**config.mk**
```make
export PLATFORM = sky130hd
export DESIGN_NAME = mem_stage
export DESIGN_NICKNAME = d
export VERILOG_FILES = /design/src/rtl/cpu_pkg.sv /design/src/rtl/mem_stage.sv
export SDC_FILE = /design/constraint.sdc
export NUM_CORES = 1
export LEC_CHECK = 0
export CORE_MARGIN = 2
export CORE_UTILIZATION = 30
export CTS_CLUSTER_SIZE = 12
export DETAILED_ROUTE_END_ITERATION = 8
export PLACE_DENSITY = 0.62
export SLEW_MARGIN = 20
export SYNTH_ARGS = -nofsm -noshare
export SYNTH_HDL_FRONTEND = slang
export SYNTH_SLANG_ARGS = --single-unit
```
**constraint.sdc**
```tcl
create_clock -name clk_i -period 1.9 [get_ports clk_i]
set_clock_uncertainty 0.05 [all_clocks]
set_input_delay 0.475 -clock clk_i [delete_from_list [all_inputs] [get_ports clk_i]]
set_output_delay 0.475 -clock clk_i [all_outputs]
set_load 0.005 [all_outputs]
```
**src/rtl/cpu_pkg.sv**
```systemverilog
// rtl/cpu_pkg.sv - shared cpu opcodes, memory-stage states and writeback decode
package cpu_pkg;

    localparam logic [3:0] ADD_OP  = 4'h0;
    localparam logic [3:0] SUB_OP  = 4'h1;
    localparam logic [3:0] MUL_OP  = 4'h2;
    localparam logic [3:0] DIV_OP  = 4'h3;
    localparam logic [3:0] AND_OP  = 4'h4;
    localparam logic [3:0] OR_OP   = 4'h5;
    localparam logic [3:0] XOR_OP  = 4'h6;
    localparam logic [3:0] ADDI_OP = 4'h7;
    localparam logic [3:0] LW_OP   = 4'h8;
    localparam logic [3:0] SW_OP   = 4'h9;
    localparam logic [3:0] BEQ_OP  = 4'hA;
    localparam logic [3:0] BGT_OP  = 4'hB;
    localparam logic [3:0] BGE_OP  = 4'hC;
    localparam logic [3:0] JMP_OP  = 4'hD;

    typedef enum logic [1:0] {
        IDLE = 2'd0,
        REQ  = 2'd1,
        WAIT = 2'd2
    } mem_state_t;

    // Register-file write enable for an opcode; shared with the decode stage.
    function automatic logic rf_we(input logic [3:0] op);
        case (op)
            ADD_OP, SUB_OP, MUL_OP, DIV_OP,
            AND_OP, OR_OP, XOR_OP, ADDI_OP, LW_OP: rf_we = 1'b1;
            default:                               rf_we = 1'b0;
        endcase
    endfunction

endpackage

```
**src/rtl/mem_stage.sv**
```systemverilog
// rtl/mem_stage.sv - pipeline memory stage: pass-through ALU results, LW/SW to data memory
module mem_stage
    import cpu_pkg::*;
#(
    parameter int DATAWIDTH = 32,
    parameter int REGW      = 5
) (
    input  logic                 clk_i,
    input  logic                 rst_i,
    input  logic                 valid_i,
    output logic                 ready_o,
    input  logic [3:0]           opcode_i,
    input  logic [DATAWIDTH-1:0] alu_result_i,
    input  logic [DATAWIDTH-1:0] store_data_i,
    input  logic [REGW-1:0]      rd_i,
    output logic                 mem_req_o,
    output logic                 mem_we_o,
    output logic [DATAWIDTH-1:0] mem_addr_o,
    output logic [DATAWIDTH-1:0] mem_wdata_o,
    input  logic                 mem_gnt_i,
    input  logic                 mem_rvalid_i,
    input  logic [DATAWIDTH-1:0] mem_rdata_i,
    output logic                 wb_valid_o,
    output logic                 wb_we_o,
    output logic [REGW-1:0]      wb_rd_o,
    output logic [DATAWIDTH-1:0] wb_data_o,
    output logic                 misalign_o
);

    mem_state_t             r_state;
    mem_state_t             w_next_state;
    logic [DATAWIDTH-1:0]   r_addr;
    logic [DATAWIDTH-1:0]   r_wdata;
    logic [REGW-1:0]        r_rd;
    logic                   r_mem_we;
    logic                   r_wb_valid;
    logic                   r_wb_we;
    logic [REGW-1:0]        r_wb_rd;
    logic [DATAWIDTH-1:0]   r_wb_data;
    logic                   r_misalign;

    logic w_accept;
    logic w_is_mem;
    logic w_misaligned;

    assign w_accept     = valid_i && (r_state == IDLE);
    assign w_is_mem     = (opcode_i == LW_OP) || (opcode_i == SW_OP);
    assign w_misaligned = (alu_result_i[1:0] != 2'b00);

    assign ready_o     = (r_state == IDLE);
    assign mem_req_o   = (r_state == REQ);
    assign mem_we_o    = r_mem_we;
    assign mem_addr_o  = r_addr;
    assign mem_wdata_o = r_wdata;
    assign wb_valid_o  = r_wb_valid;
    assign wb_we_o     = r_wb_we;
    assign wb_rd_o     = r_wb_rd;
    assign wb_data_o   = r_wb_data;
    assign misalign_o  = r_misalign;

    // State register; reset abandons any outstanding memory transaction.
    always_ff @(posedge clk_i) begin
        if (rst_i) begin
            r_state <= IDLE;
        end else begin
            r_state <= w_next_state;
        end
    end

    // Next state: aligned LW/SW go to memory, stores finish on grant, loads wait for rvalid.
    always_comb begin
        w_next_state = r_state;
        case (r_state)
            IDLE: begin
                if (w_accept && w_is_mem && !w_misaligned) begin
                    w_next_state = REQ;
                end
            end
            REQ: begin
                if (mem_gnt_i) begin
                    w_next_state = r_mem_we ? IDLE : WAIT;
                end
            end
            WAIT: begin
                if (mem_rvalid_i) begin
                    w_next_state = IDLE;
                end
            end
            default: w_next_state = IDLE;
        endcase
    end

    // Request latches and registered writeback; wb fields hold when no pulse is issued.
    always_ff @(posedge clk_i) begin
        if (rst_i) begin
            r_addr     <= '0;
            r_wdata    <= '0;
            r_rd       <= '0;
            r_mem_we   <= 1'b0;
            r_wb_valid <= 1'b0;
            r_wb_we    <= 1'b0;
            r_wb_rd    <= '0;
            r_wb_data  <= '0;
            r_misalign <= 1'b0;
        end else begin
            r_wb_valid <= 1'b0;
            r_misalign <= 1'b0;
            case (r_state)
                IDLE: begin
                    if (w_accept) begin
                        if (w_is_mem && w_misaligned) begin
                            r_wb_valid <= 1'b1;
                            r_misalign <= 1'b1;
                            r_wb_we    <= 1'b0;
                            r_wb_rd    <= rd_i;
                            r_wb_data  <= alu_result_i;
                        end else if (w_is_mem) begin
                            r_addr   <= alu_result_i;
                            r_wdata  <= store_data_i;
                            r_rd     <= rd_i;
                            r_mem_we <= (opcode_i == SW_OP);
                        end else begin
                            r_wb_valid <= 1'b1;
                            r_wb_we    <= rf_we(opcode_i);
                            r_wb_rd    <= rd_i;
                            r_wb_data  <= alu_result_i;
                        end
                    end
                end
                REQ: begin
                    if (mem_gnt_i && r_mem_we) begin
                        r_wb_valid <= 1'b1;
                        r_wb_we    <= 1'b0;
                        r_wb_rd    <= r_rd;
                    end
                end
                WAIT: begin
                    if (mem_rvalid_i) begin
                        r_wb_valid <= 1'b1;
                        r_wb_we    <= 1'b1;
                        r_wb_rd    <= r_rd;
                        r_wb_data  <= mem_rdata_i;
                    end
                end
                default: ;
            endcase
        end
    end

endmodule

```
==> impl_metrics.json <==
{
  "status": "complete, but fails checks",
  "violations": "negative setup slack",
  "power_density_mw_per_mm2": 687.4,
  "drc": 0,
  "leakage_uw": 0.002681,
  "cp.arrival_ns": 2.11,
  "diodes": 0,
  "maxCapViolCount": 0,
  "hold_end": "mem_addr_o[23]",
  "setup_violations": 12,
  "ys_seq_area_frac": 0.5085,
  "netlist_top_cells_area": "dfxtp_1 (51%), nand2_1 (12%), a21oi_1 (8.6%)",
  "initial_core_util": 0.3057,
  "path_class": "flip-flop to flip-flop",
  "grt_max_degree": 60,
  "cp-end-kind": "flip-flop",
  "cp_common_cell": "buf_6",
  "nets": 861,
  "vias_per_cell": 4.750,
  "synth_fa_ha_area_frac": 0.01135,
  "syn_to_final_growth_pct": 74.15,
  "cts-root-buf": "clkbuf_16",
  "synth_top_family_by_area": "simple AND/OR/NAND/NOR gates",
  "routedWlPerCell_um": 16.26,
  "antenna_left": 0,
  "cts_made_buffers": 9,
  "period_share": 1.019,
  "cts_max_level": 3,
  "use_met2": 0.3133,
  "multi_input_area_mm2": 0.002092,
  "cts_tree": "built",
  "worst-path-max-fanout": 5,
  "busiest_layer": "met2",
  "cp_num_buf_inv": 6,
  "seq_area_mm2": 0.002246,
  "synthCells": 514,
  "grt_pass1_vias": 4389,
  "cts_buffer_depth": 2,
  "synth_area_mm2": 0.004409,
  "min_from": "mem_addr_o[23]",
  "setup_ws_ns": -0.03666,
  "grt_pass1_wl_um": 23220,
  "r2r-start": "r_state[1]",
  "cts.sinks": 112,
  "clk_pin_slew_ns": 0.07,
  "drv_slew": 0,
  "grt.overflow.total": 0,
  "worst_slew_pin_slew_ns": 0.6286,
  "setup_tns_ns": -0.3011,
  "synth.largest_area_cell": "dfxtp_1",
  "dpl.hpwl_um": 10010,
  "antenna_found_initial": 0,
  "fillCellCount": 1305,
  "r2r_slack_ns": -0.04,
  "dieArea_mm2": 0.01568,
  "num_rows": 44,
  "ys_warn_count": 0,
  "cts_hold_buffers": 0,
  "synth-compound-area-share": 0.1700,
  "hold_depth": 2,
  "finalHoldViolCount": 0,
  "synth_cell_type_count": 29,
  "port-buffer-count": 216,
  "synth_mux_area_frac": 0.08627,
  "grt_use_met1": 0.2282,
  "critPathTopFamily": "buffers and inverters",
  "syn-num-nets": 628,
  "holdWs_ns": 0.4052,
  "synth-seq-cells": 112,
  "max_stage_delay_ns": 0.37,
  "yosys.area.top_type_share": 0.5085,
  "dr.pass1.iters": 4,
  "die_h_um": 125.2,
  "fmaxAchievable_mhz": 516.4,
  "routed_wl_um": 15220,
  "hold_class": "flip-flop to flip-flop",
  "dpl.cell_count": 897,
  "slew_headroom": 0.5809,
  "drive_gt1_frac": 0.1197,
  "reg2reg_depth": 10,
  "fp.dieW_um": 125.2,
  "avgSynthCellArea_um2": 8.578,
  "critPathSlowestCell": "dfxtp_4",
  "synth_xor_area_frac": 0,
  "pin_count": 217,
  "finalNonFillerCells": 936,
  "path_cells": "buf_6 -> ha_4 -> mux2i_4 -> a311oi_4 -> buf_4 -> buf_6 -> buf_16 -> buf_8 -> buf_12 -> a211oi_1",
  "critical_path_required_ns": 2.07,
  "ir_drop_mv": 0.4055,
  "drtIter0Drc": 295,
  "core_mm2": 0.01442,
  "synth_simple_gate_area_frac": 0.1751,
  "critPathLaunchType": "flip-flop",
  "gp_congestion": 0.7458,
  "vias": 4446,
  "rsz0062_at_grt": "true",
  "fin_crit_ns": 1.937,
  "finalPower_uw": 5278,
  "clk-insertion-delay-late_ns": 0.34,
  "r2r-end": "wb_data_o[13]",
  "grt_util_all_layers": 0.1836,
  "grt.met3_usage": 0.05306
}
## cells in the mapped netlist
cell type and n:
nand2_1 140, dfxtp_1 112, a21oi_1 76, mux2i_1 38, nor2_1 36, a211oi_1 32, clkbuf_1 29, buf_2 7
a311oi_1 5, inv_1 5, buf_4 4, ha_1 4, nand2b_1 4, a31oi_1 3, and3_1 2, buf_6 2
nor3_1 2, o21a_1 2, a311oi_4 1, a32o_1 1, a41o_1 1, and4_1 1, and4b_1 1, nand3_1 1
nand4_1 1, nor2b_1 1, nor4_1 1, nor4_4 1, o21ai_0 1
## logic make-up (layout without fill, tap and decap cells)
group           count (synthesis)  after routing
compound gates                122            122
fa+ha+maj                       4              4
buf+inv                        47            285
flops                         112            112
mux                            38             38
simple gates                  191            191
## how the worst max path moves through the flow
stage	startpoint	end	depth (start not counted)
detailed placement	alu_result_i[0]	mem_wdata_o[21]	6
CTS	r_state[1]	wb_data_o[14]	8
global placement	alu_result_i[1]	mem_wdata_o[16]	6
floorplan	r_state[0]	wb_we_o	8
finish	r_state[1]	wb_data_o[13]	10
global route	opcode_i[2]	wb_data_o[15]	10
## layout by cell type (no fill, tap or decap), drive strengths merged, types with 2 or more instances in the layout
master,count
clkbuf,16
a31oi,3
inv,5
a21oi,76
and3,2
nor2,36
a211oi,32
nand2,140
buf,46
ha,4
bufinv,2
dfxtp,112
a311oi,6
o21a,2
clkdlybuf4s50,209
mux2i,38
nor3,2
nand2b,4
nor4,2
dlygate4sd2,4
## metal layers
layer,routed length [µm],up-vias
met2,7452,150
met3,1022,10
li1,-,2207
met5,0,-
met1,6595,2079
met4,145,0
## flip-flops by register name (all words and copies together), names as in the netlist
name / cells
r_state: 2
wb_we_o: 1
mem_wdata_o: 32
mem_we_o: 1
wb_data_o: 32
r_rd: 5
misalign_o: 1
wb_rd_o: 5
mem_addr_o: 32
wb_valid_o: 1
## metrics by stage
stage	instance area (µm²)	setup WS [ns]	utilization
finish	7679	-0.03666	0.5324
global route	7679	-0.1160	0.5324
CTS	7390	0.01549	0.5123
detailed placement	6857	-0.5360	0.4754
global placement	6857	-0.4593	0.4754
floorplan	4413	0.001049	-
## power breakdown
group	switching, µW	internal (µW)
clock network	845	1190
logic	291	488
registers	39.3	2420
## layout make-up
class / instances / share of cell area
timing repair buffer: 264 / 0.3613
sequential: 112 / 0.2925
multi-input combinational: 355 / 0.2724
clock buffer: 13 / 0.03259
tap: 184 / 0.02998
clock inverter: 3 / 0.008473
inverter: 5 / 0.002770
## worst reg2reg max path: cells and delay by family, from the launching register on
family,cells,cell delay (ns)
compound gates,2,0.28
mux,1,0.18
buf+inv,6,0.77
fa+ha+maj,1,0.16
flops,1,0.37
## repair_timing
item | 4_1_cts | 5_1_grt
gates cloned | 4 | 2
endpoints found under the setup margin | 87 | 51
resized for setup | 17 | 33
setup buffers | 6 | 12
pin swaps | 1 | 8
(Power assumes the default switching activity.)
